===== config.mk =====
export PLATFORM = sky130hd
export DESIGN_NAME = axi_xbar_wr_arbiter
export DESIGN_NICKNAME = d
export VERILOG_FILES = /design/src/rtl/axi_xbar_wr_arbiter.sv
export SDC_FILE = /design/constraint.sdc
export NUM_CORES = 1
export LEC_CHECK = 0
export ABC_AREA = 1
export CAP_MARGIN = 15
export CORE_AREA = 2 2 190 192
export CTS_BUF_LIST = sky130_fd_sc_hd__clkbuf_8
export CTS_CLUSTER_SIZE = 12
export DETAILED_ROUTE_END_ITERATION = 12
export DIE_AREA = 0 0 192 194
export PLACE_DENSITY = 0.44
export SYNTH_ARGS = -nofsm -noshare
export SYNTH_HDL_FRONTEND = slang
export SYNTH_SLANG_ARGS = --single-unit

===== constraint.sdc =====
create_clock -name clk -period 2.3 [get_ports clk]
set_clock_uncertainty 0.2 [all_clocks]
set_input_delay 0.69 -clock clk [delete_from_list [all_inputs] [get_ports clk]]
set_output_delay 0.69 -clock clk [all_outputs]
set_load 0.01 [all_outputs]

===== src/rtl/axi_xbar_wr_arbiter.sv =====
// axi_xbar_wr_arbiter: shares one downstream AXI write port among NUM_REQ requesters
// (round-robin AW, W steered in AW grant order, B routed by ID prefix).
module axi_xbar_wr_arbiter #(
  parameter int NUM_REQ      = 2,
  parameter int ID_WIDTH     = 4,
  parameter int ADDR_WIDTH   = 64,
  parameter int DATA_WIDTH   = 64,
  parameter int W_FIFO_DEPTH = 4,
  localparam int IDX_W = $clog2(NUM_REQ),
  localparam int OID_W = ID_WIDTH + IDX_W
) (
  input  logic                             clk,
  input  logic                             rst_n,
  input  logic [NUM_REQ-1:0]               req_aw_valid,
  output logic [NUM_REQ-1:0]               req_aw_ready,
  input  logic [NUM_REQ*ID_WIDTH-1:0]      req_aw_id,
  input  logic [NUM_REQ*ADDR_WIDTH-1:0]    req_aw_addr,
  input  logic [NUM_REQ*8-1:0]             req_aw_len,
  input  logic [NUM_REQ-1:0]               req_w_valid,
  input  logic [NUM_REQ-1:0]               req_w_last,
  output logic [NUM_REQ-1:0]               req_w_ready,
  input  logic [NUM_REQ*DATA_WIDTH-1:0]    req_w_data,
  input  logic [NUM_REQ*DATA_WIDTH/8-1:0]  req_w_strb,
  output logic [NUM_REQ-1:0]               req_b_valid,
  input  logic [NUM_REQ-1:0]               req_b_ready,
  output logic [ID_WIDTH-1:0]              req_b_id,
  output logic [1:0]                       req_b_resp,
  output logic                             m_aw_valid,
  input  logic                             m_aw_ready,
  output logic [OID_W-1:0]                 m_aw_id,
  output logic [ADDR_WIDTH-1:0]            m_aw_addr,
  output logic [7:0]                       m_aw_len,
  output logic                             m_w_valid,
  input  logic                             m_w_ready,
  output logic                             m_w_last,
  output logic [DATA_WIDTH-1:0]            m_w_data,
  output logic [DATA_WIDTH/8-1:0]          m_w_strb,
  input  logic                             m_b_valid,
  output logic                             m_b_ready,
  input  logic [OID_W-1:0]                 m_b_id,
  input  logic [1:0]                       m_b_resp,
  output logic                             bad_bid_o
);
  localparam int STRB_W = DATA_WIDTH / 8;
  localparam int PTR_W  = (W_FIFO_DEPTH > 1) ? $clog2(W_FIFO_DEPTH) : 1;

  logic [ID_WIDTH-1:0]   w_aw_id   [NUM_REQ];
  logic [ADDR_WIDTH-1:0] w_aw_addr [NUM_REQ];
  logic [7:0]            w_aw_len  [NUM_REQ];
  logic [DATA_WIDTH-1:0] w_w_data  [NUM_REQ];
  logic [STRB_W-1:0]     w_w_strb  [NUM_REQ];

  genvar g;
  for (g = 0; g < NUM_REQ; g++) begin : g_unpack
    assign w_aw_id[g]   = req_aw_id[g*ID_WIDTH +: ID_WIDTH];
    assign w_aw_addr[g] = req_aw_addr[g*ADDR_WIDTH +: ADDR_WIDTH];
    assign w_aw_len[g]  = req_aw_len[g*8 +: 8];
    assign w_w_data[g]  = req_w_data[g*DATA_WIDTH +: DATA_WIDTH];
    assign w_w_strb[g]  = req_w_strb[g*STRB_W +: STRB_W];
  end

  logic                  r_aw_full;
  logic [OID_W-1:0]      r_aw_id;
  logic [ADDR_WIDTH-1:0] r_aw_addr;
  logic [7:0]            r_aw_len;
  logic [IDX_W-1:0]      r_rr;
  logic [IDX_W-1:0]      r_fifo [W_FIFO_DEPTH];
  logic [PTR_W-1:0]      r_wp, r_rp;
  logic [PTR_W:0]        r_cnt;
  logic                  r_bad;

  logic             w_any, w_grant, w_ne, w_pop, w_sel_ok;
  logic [IDX_W-1:0] w_win, w_idx, w_head, w_sel;

  // Scan from the highest offset down so the offset closest to r_rr is the last writer.
  always_comb begin
    w_any = 1'b0;
    w_win = '0;
    w_idx = '0;
    for (int i = NUM_REQ - 1; i >= 0; i--) begin
      w_idx = IDX_W'((int'(r_rr) + i) % NUM_REQ);
      if (req_aw_valid[w_idx]) begin
        w_any = 1'b1;
        w_win = w_idx;
      end
    end
  end

  // Grant is gated by rst_n so req_aw_ready reads 0 throughout an asynchronous reset.
  assign w_grant      = rst_n && w_any && (!r_aw_full || m_aw_ready) && (r_cnt != (PTR_W+1)'(W_FIFO_DEPTH));
  assign req_aw_ready = w_grant ? (NUM_REQ'(1) << w_win) : '0;
  assign m_aw_valid   = r_aw_full;
  assign m_aw_id      = r_aw_id;
  assign m_aw_addr    = r_aw_addr;
  assign m_aw_len     = r_aw_len;

  always_ff @(posedge clk or negedge rst_n) begin
    if (!rst_n) begin
      r_aw_full <= 1'b0;
      r_aw_id   <= '0;
      r_aw_addr <= '0;
      r_aw_len  <= '0;
      r_rr      <= '0;
    end else if (w_grant) begin
      r_aw_full <= 1'b1;
      r_aw_id   <= {w_win, w_aw_id[w_win]};
      r_aw_addr <= w_aw_addr[w_win];
      r_aw_len  <= w_aw_len[w_win];
      r_rr      <= (w_win == IDX_W'(NUM_REQ - 1)) ? '0 : w_win + IDX_W'(1);
    end else if (m_aw_ready) begin
      r_aw_full <= 1'b0;
    end
  end

  assign w_ne        = r_cnt != '0;
  assign w_head      = r_fifo[r_rp];
  assign m_w_valid   = w_ne && req_w_valid[w_head];
  assign m_w_last    = req_w_last[w_head];
  assign m_w_data    = w_w_data[w_head];
  assign m_w_strb    = w_w_strb[w_head];
  assign req_w_ready = (w_ne && m_w_ready) ? (NUM_REQ'(1) << w_head) : '0;
  assign w_pop       = m_w_valid && m_w_ready && m_w_last;

  always_ff @(posedge clk) begin
    if (w_grant) r_fifo[r_wp] <= w_win;
  end

  always_ff @(posedge clk or negedge rst_n) begin
    if (!rst_n) begin
      r_wp  <= '0;
      r_rp  <= '0;
      r_cnt <= '0;
    end else begin
      r_wp  <= w_grant ? r_wp + PTR_W'(1) : r_wp;
      r_rp  <= w_pop ? r_rp + PTR_W'(1) : r_rp;
      r_cnt <= r_cnt + (PTR_W+1)'(w_grant) - (PTR_W+1)'(w_pop);
    end
  end

  assign w_sel       = m_b_id[OID_W-1:ID_WIDTH];
  assign w_sel_ok    = {1'b0, w_sel} < (IDX_W+1)'(NUM_REQ);
  assign req_b_valid = (m_b_valid && w_sel_ok) ? (NUM_REQ'(1) << w_sel) : '0;
  assign m_b_ready   = w_sel_ok ? req_b_ready[w_sel] : 1'b1;
  assign req_b_id    = m_b_id[ID_WIDTH-1:0];
  assign req_b_resp  = m_b_resp;
  assign bad_bid_o   = r_bad;

  always_ff @(posedge clk or negedge rst_n) begin
    if (!rst_n) r_bad <= 1'b0;
    else        r_bad <= m_b_valid && !w_sel_ok;
  end
endmodule


### Word level (Yosys, flattened, before mapping)

Memories as Yosys holds them, arrays and structs flattened.
Index checks and enable logic that the tools add are counted.

| operators by class | value |
|---|---|
| equal/unequal tests | 1 |
| mux-type cells | 37 |
| bitwise gates (word level) | 2 |
| $add $sub $neg | 6 |
| shift-type cells | 3 |
| $lt $le $gt $ge | 6 |
| reductions and logical operators | 11 |

Operator list:

| operator | count |
|---|---|
| $mux 64 | 6 |
| $mux 8 | 6 |
| $mux 1 | 19 |
| $mux 4 | 3 |
| $lt 1x2->1 const B | 4 |
| $logic_and 1x1->1 | 7 |
| $mux 2 | 3 |
| $shl 1x1->2 const A | 3 |
| $add 2x1->2 const B | 2 |
| $ge 2x2->1 const B | 2 |
| $not 1->2 | 2 |
| $add 3x1->3 | 1 |
| $ne 3x3->1 const B | 1 |
| $reduce_bool 3->1 | 1 |
| $sub 3x1->3 | 1 |
| $add 1x1->1 const B | 2 |
| $reduce_bool 2->1 | 1 |
| $logic_not 1->1 | 1 |
| $logic_or 1x1->1 | 1 |

| storage, ports and cells | value |
|---|---|
| output and inout bits | 166 |
| RAM bits | 4 |
| register bits after elaboration | 86 |
| input bits | 316 |
| memories | 1 |

Memories:

| memory | words | bits a word | read ports | clocked after Yosys merged registers in | wr ports | line | RTL |
|---|---|---|---|---|---|---|---|
| r_fifo | 4 | 1 | 1 | 0 | 1 | 67 | `logic [IDX_W-1:0] r_fifo [W_FIFO_DEPTH];` |

### Longest topological paths before layout

| logic depth | value |
|---|---|
| depth in word-level cells | 10 |
| mapped depth | 14 |

### Worst setup path before layout

Ideal clock, no wire load.

| path | value |
|---|---|
| kind | input to register |
| from | input m_aw_ready |
| to | register r_cnt[2] |
| stages on the path | 12 |
| path slack | -0.261 ns |
| data arrival time | 2.238 ns |
| buffers on the path | 1 |
| library setup time | 0.123 ns |
| path through | inv_1 > nand2_1 > nand3_2 > nor2_4 > inv_2 > buf_2 > ha_1 > inv_1 > ha_1 > inv_1 > fa_1 > xnor2_1 |

| on the way | value |
|---|---|
| word-level cells in the longest chain between the ends | 5 |

Ends and longest elaborated chain:

| what | line | RTL |
|---|---|---|
| from (decl) | 29 | `input logic m_aw_ready,` |
| $logic_or 1x1->1 | 90 | `assign w_grant = rst_n && w_any && (!r_aw_full \|\| m_aw_ready) && (r_cnt != (PTR_W+1)'(W_FIFO_DEPTH));` |
| $logic_and 1x1->1 (2 in series) | 90 |  |
| $add 3x1->3 | 136 | `r_cnt <= r_cnt + (PTR_W+1)'(w_grant) - (PTR_W+1)'(w_pop);` |
| $sub 3x1->3 | 136 |  |
| to (signal assigned) | 136 |  |
| to (decl) | 69 | `logic [PTR_W:0] r_cnt;` |

No other way between the ends.
A chain may end at the register's enable or synchronous reset.

### Final worst setup path

| path | value |
|---|---|
| from | register r_rp[0] |
| to | output m_w_data[38] |

| on the way | value |
|---|---|
| word-level cells in the longest chain between the ends | 5 |

Ends and longest elaborated chain:

| what | line | RTL |
|---|---|---|
| from (decl) | 68 | `logic [PTR_W-1:0] r_wp, r_rp;` |
| from (signal assigned) | 135 | `r_rp <= w_pop ? r_rp + PTR_W'(1) : r_rp;` |
| $mem_v2 4x1 | - |  |
| $not 1->2 (implied by the code) | 119 | `assign m_w_data = w_w_data[w_head];` |
| $mux 64 (implied by the code) (3 in series) | 119 |  |
| to (decl) | 36 | `output logic [DATA_WIDTH-1:0] m_w_data,` |

No other way between the ends. The select of a mux whose other input is x is not followed.

==> metrics.yaml <==
status: "complete, but fails checks"
violations: "negative setup slack"
netlist_top_cells_area: "dfrtp_1 42%, nand2_1 34%, nand3_1 8.0%"
max_slew.worst_pin.slew_ns: 0.669
synth-seq-cells: 90
synth_cells: 740
path_class: "reg -> out"
total_leakage_power_nw: 5.43
cts_tree: "built"
rsz0062_at_grt: "true"
busiest_layer: "met2"
maxCapViolCount: 0
layout.cells.most_common: "nand2_1"
clkTransAtPathRegs_ns: 0.10
cp.required_ns: 1.41
powerDensity_nw_per_um2: 1180
startpoint: "r_rp[0]"
htree_levels: 3
setup_viol: 81
finalHoldViolCount: 0
critPathCaptureType: "output pin"
vias: 6638
cts-root-buf: "clkbuf_8"
final_nets: 1571
grt_max_degree: 77
hold_path_class: "in -> async"
arrival_ns: 1.84
setup_slack_ns: -0.426
grt-ovfl-total: 0
fmax_mhz: 367
first_iter_violations: 152
syn_nets: 1063
dieWidth_um: 192
post-route-period-util: 1.19
met1_usage: 0.151
layout-drive-gt1-share: 0.238
grt_pass1_vias: 6718
antenna_found_initial: 6
ys_types: 26
drc: 0
synth_top_area_frac: 0.425
dpl_worst_slack_ns: -0.923
synth.cell_area_sq_um: 5070
core_area_sq_um: 35200
vdd_ir_drop_max_v: 0.000558
wl_per_cell_um: 17.1
use_met3: 0.0532
start_util: 0.144
track_usage: 0.150
rows: 69
grt_pass1_wl_um: 41100
cts_inserted_buffers: 9
dieArea_sq_um: 37200
gp_congestion: 0.803
r2r_start: "r_rp[0]"
worst-path-max-fanout: 5
first_pass_iters: 4
clock_sinks: 90
fin_crit_ns: 2.73
final_cell_mix: "373 x nand2_1, 371 x clkdlybuf4s50_1, 85 x dfrtp_1"
grtUsageMet2: 0.280
ant_nets: 0
io_pins: 482
yosysTopAreaCell: "dfrtp_1"
clkLatencyLatePin_ns: 0.36
io_buffers: 468
seq_area_frac_synth: 0.449
fp.dieH_um: 194
vias_per_cell: 3.86
tns_ns: -27.04
cts_buffer_depth: 2
timing.hold.ws_ns: 0.268
wirelength_um: 29400
slew_headroom: 0.554
fill_cells: 3815
yosys_warnings: 0
synth_area_per_cell_sq_um: 6.85
syn2layout_area_growth_pct: 131
post-dp-hpwl_um: 22800
slew_viol_final: 0
worstSetupStartpointType: "register"
## sequential cells by signal (all words and copies together) (netlist names)
signal,flops
m_aw_addr,64
m_aw_id,5
m_aw_len,8
m_aw_valid,1
r_cnt,3
r_fifo,4
r_rp,2
r_rr,1
r_wp,2
## path summary, 6_finish.rpt
path,slack (ns),endpoint,depth (start not counted)
worst max-delay path,-0.43,m_w_data[38],10
worst min-delay path,0.27,m_aw_addr[5],2
worst max register to register,-0.34,r_cnt[1],16
worst min register to register,0.30,m_aw_addr[43],2
max in group asynchronous,0.54,m_aw_addr[32],3
min in group clk,0.30,m_aw_addr[43],2
## per-layer routing
layer	share of wire	vias to the layer above
met2	0.53	299
li1	-	3284
met1	0.35	3023
met5	0	-
met3	0.092	32
met4	0.024	0
## worst max-delay path, cell delays in order, from the launching register on
cell	delay (ns)
dfrtp_1	0.43
inv_2	0.11
nand2_2	0.08
nand3_4	0.09
nand2_8	0.08
buf_8	0.14
buf_12	0.14
clkbuf_16	0.16
nand2_4	0.07
nand2_4	0.05
buf_6	0.11
## power by group
group	internal [mW]	switching, mW	total, mW
Combinational	5.20	4.50	9.71
Sequential	2.37	0.492	2.86
Clock	0.621	0.656	1.28
Total	8.20	5.65	13.8
## cells by family (layout without fill, tap and decap cells)
family                   after synthesis  count (layout)  share of synthesized area
AND/OR/NAND/NOR                      562             562                      0.443
flip-flops                            90              90                      0.449
other                                  1               6                   0.000740
XOR/XNOR                               4               4                    0.00692
AO/OA/AOI/OAI                          4               4                    0.00445
buffers and inverters                 71             584                     0.0758
multiplexers                           1               1                    0.00222
adder cells (fa/ha/maj)                7               7                     0.0188
## stage by stage
| step | area, sq um | cells | power [mW] | utilization |
|---|---|---|---|---|
| after floorplan | 5120 | 740 | 5.96 | - |
| after global placement | 10500 | 1661 | 10.9 | 0.297 |
| after detailed placement | 10500 | 1661 | 10.9 | 0.297 |
| after CTS | 11200 | 1707 | 13.2 | 0.318 |
| after global routing | 11700 | 1719 | 14.9 | 0.333 |
| final | 11700 | 1719 | 13.8 | 0.333 |
## cell usage after synthesis
cell      number
nand4_1        2
edfxtp_1       4
nor2_4         1
ha_1           6
nor2_2         1
o21ai_0        2
xnor2_1        2
nand2_1      464
nor3_1         1
nand2_2        1
conb_1         1
fa_1           1
buf_4         16
clkbuf_1      10
buf_6          5
o21ai_1        1
inv_1         20
inv_2          4
nor2_1         9
mux2_2         1
o31ai_1        1
nand3_2        2
dfrtp_1       86
buf_2         16
nand3_1       81
xor2_1         2
## repair_timing
action	in CTS	in global routing
hold buffers	0	0
pin swaps	39	25
gates resized for setup	480	95
buffers inserted	29	8
setup endpoints to repair	164	86
gates cloned	2	3
endpoints found under the hold margin	0	0
## cell type report
| type | instances | area (sq um) | area share |
|---|---|---|---|
| Antenna cell | 5 | 12.5 | 0.00107 |
| Tap cell | 461 | 577 | 0.0492 |
| Inverter | 24 | 108 | 0.00919 |
| Multi-Input combinational cell | 579 | 2960 | 0.253 |
| Clock inverter | 7 | 98.8 | 0.00844 |
| Timing Repair Buffer | 544 | 5560 | 0.474 |
| Clock buffer | 9 | 124 | 0.0106 |
| Sequential cell | 90 | 2270 | 0.194 |
Power figures use the tool's default switching activity.
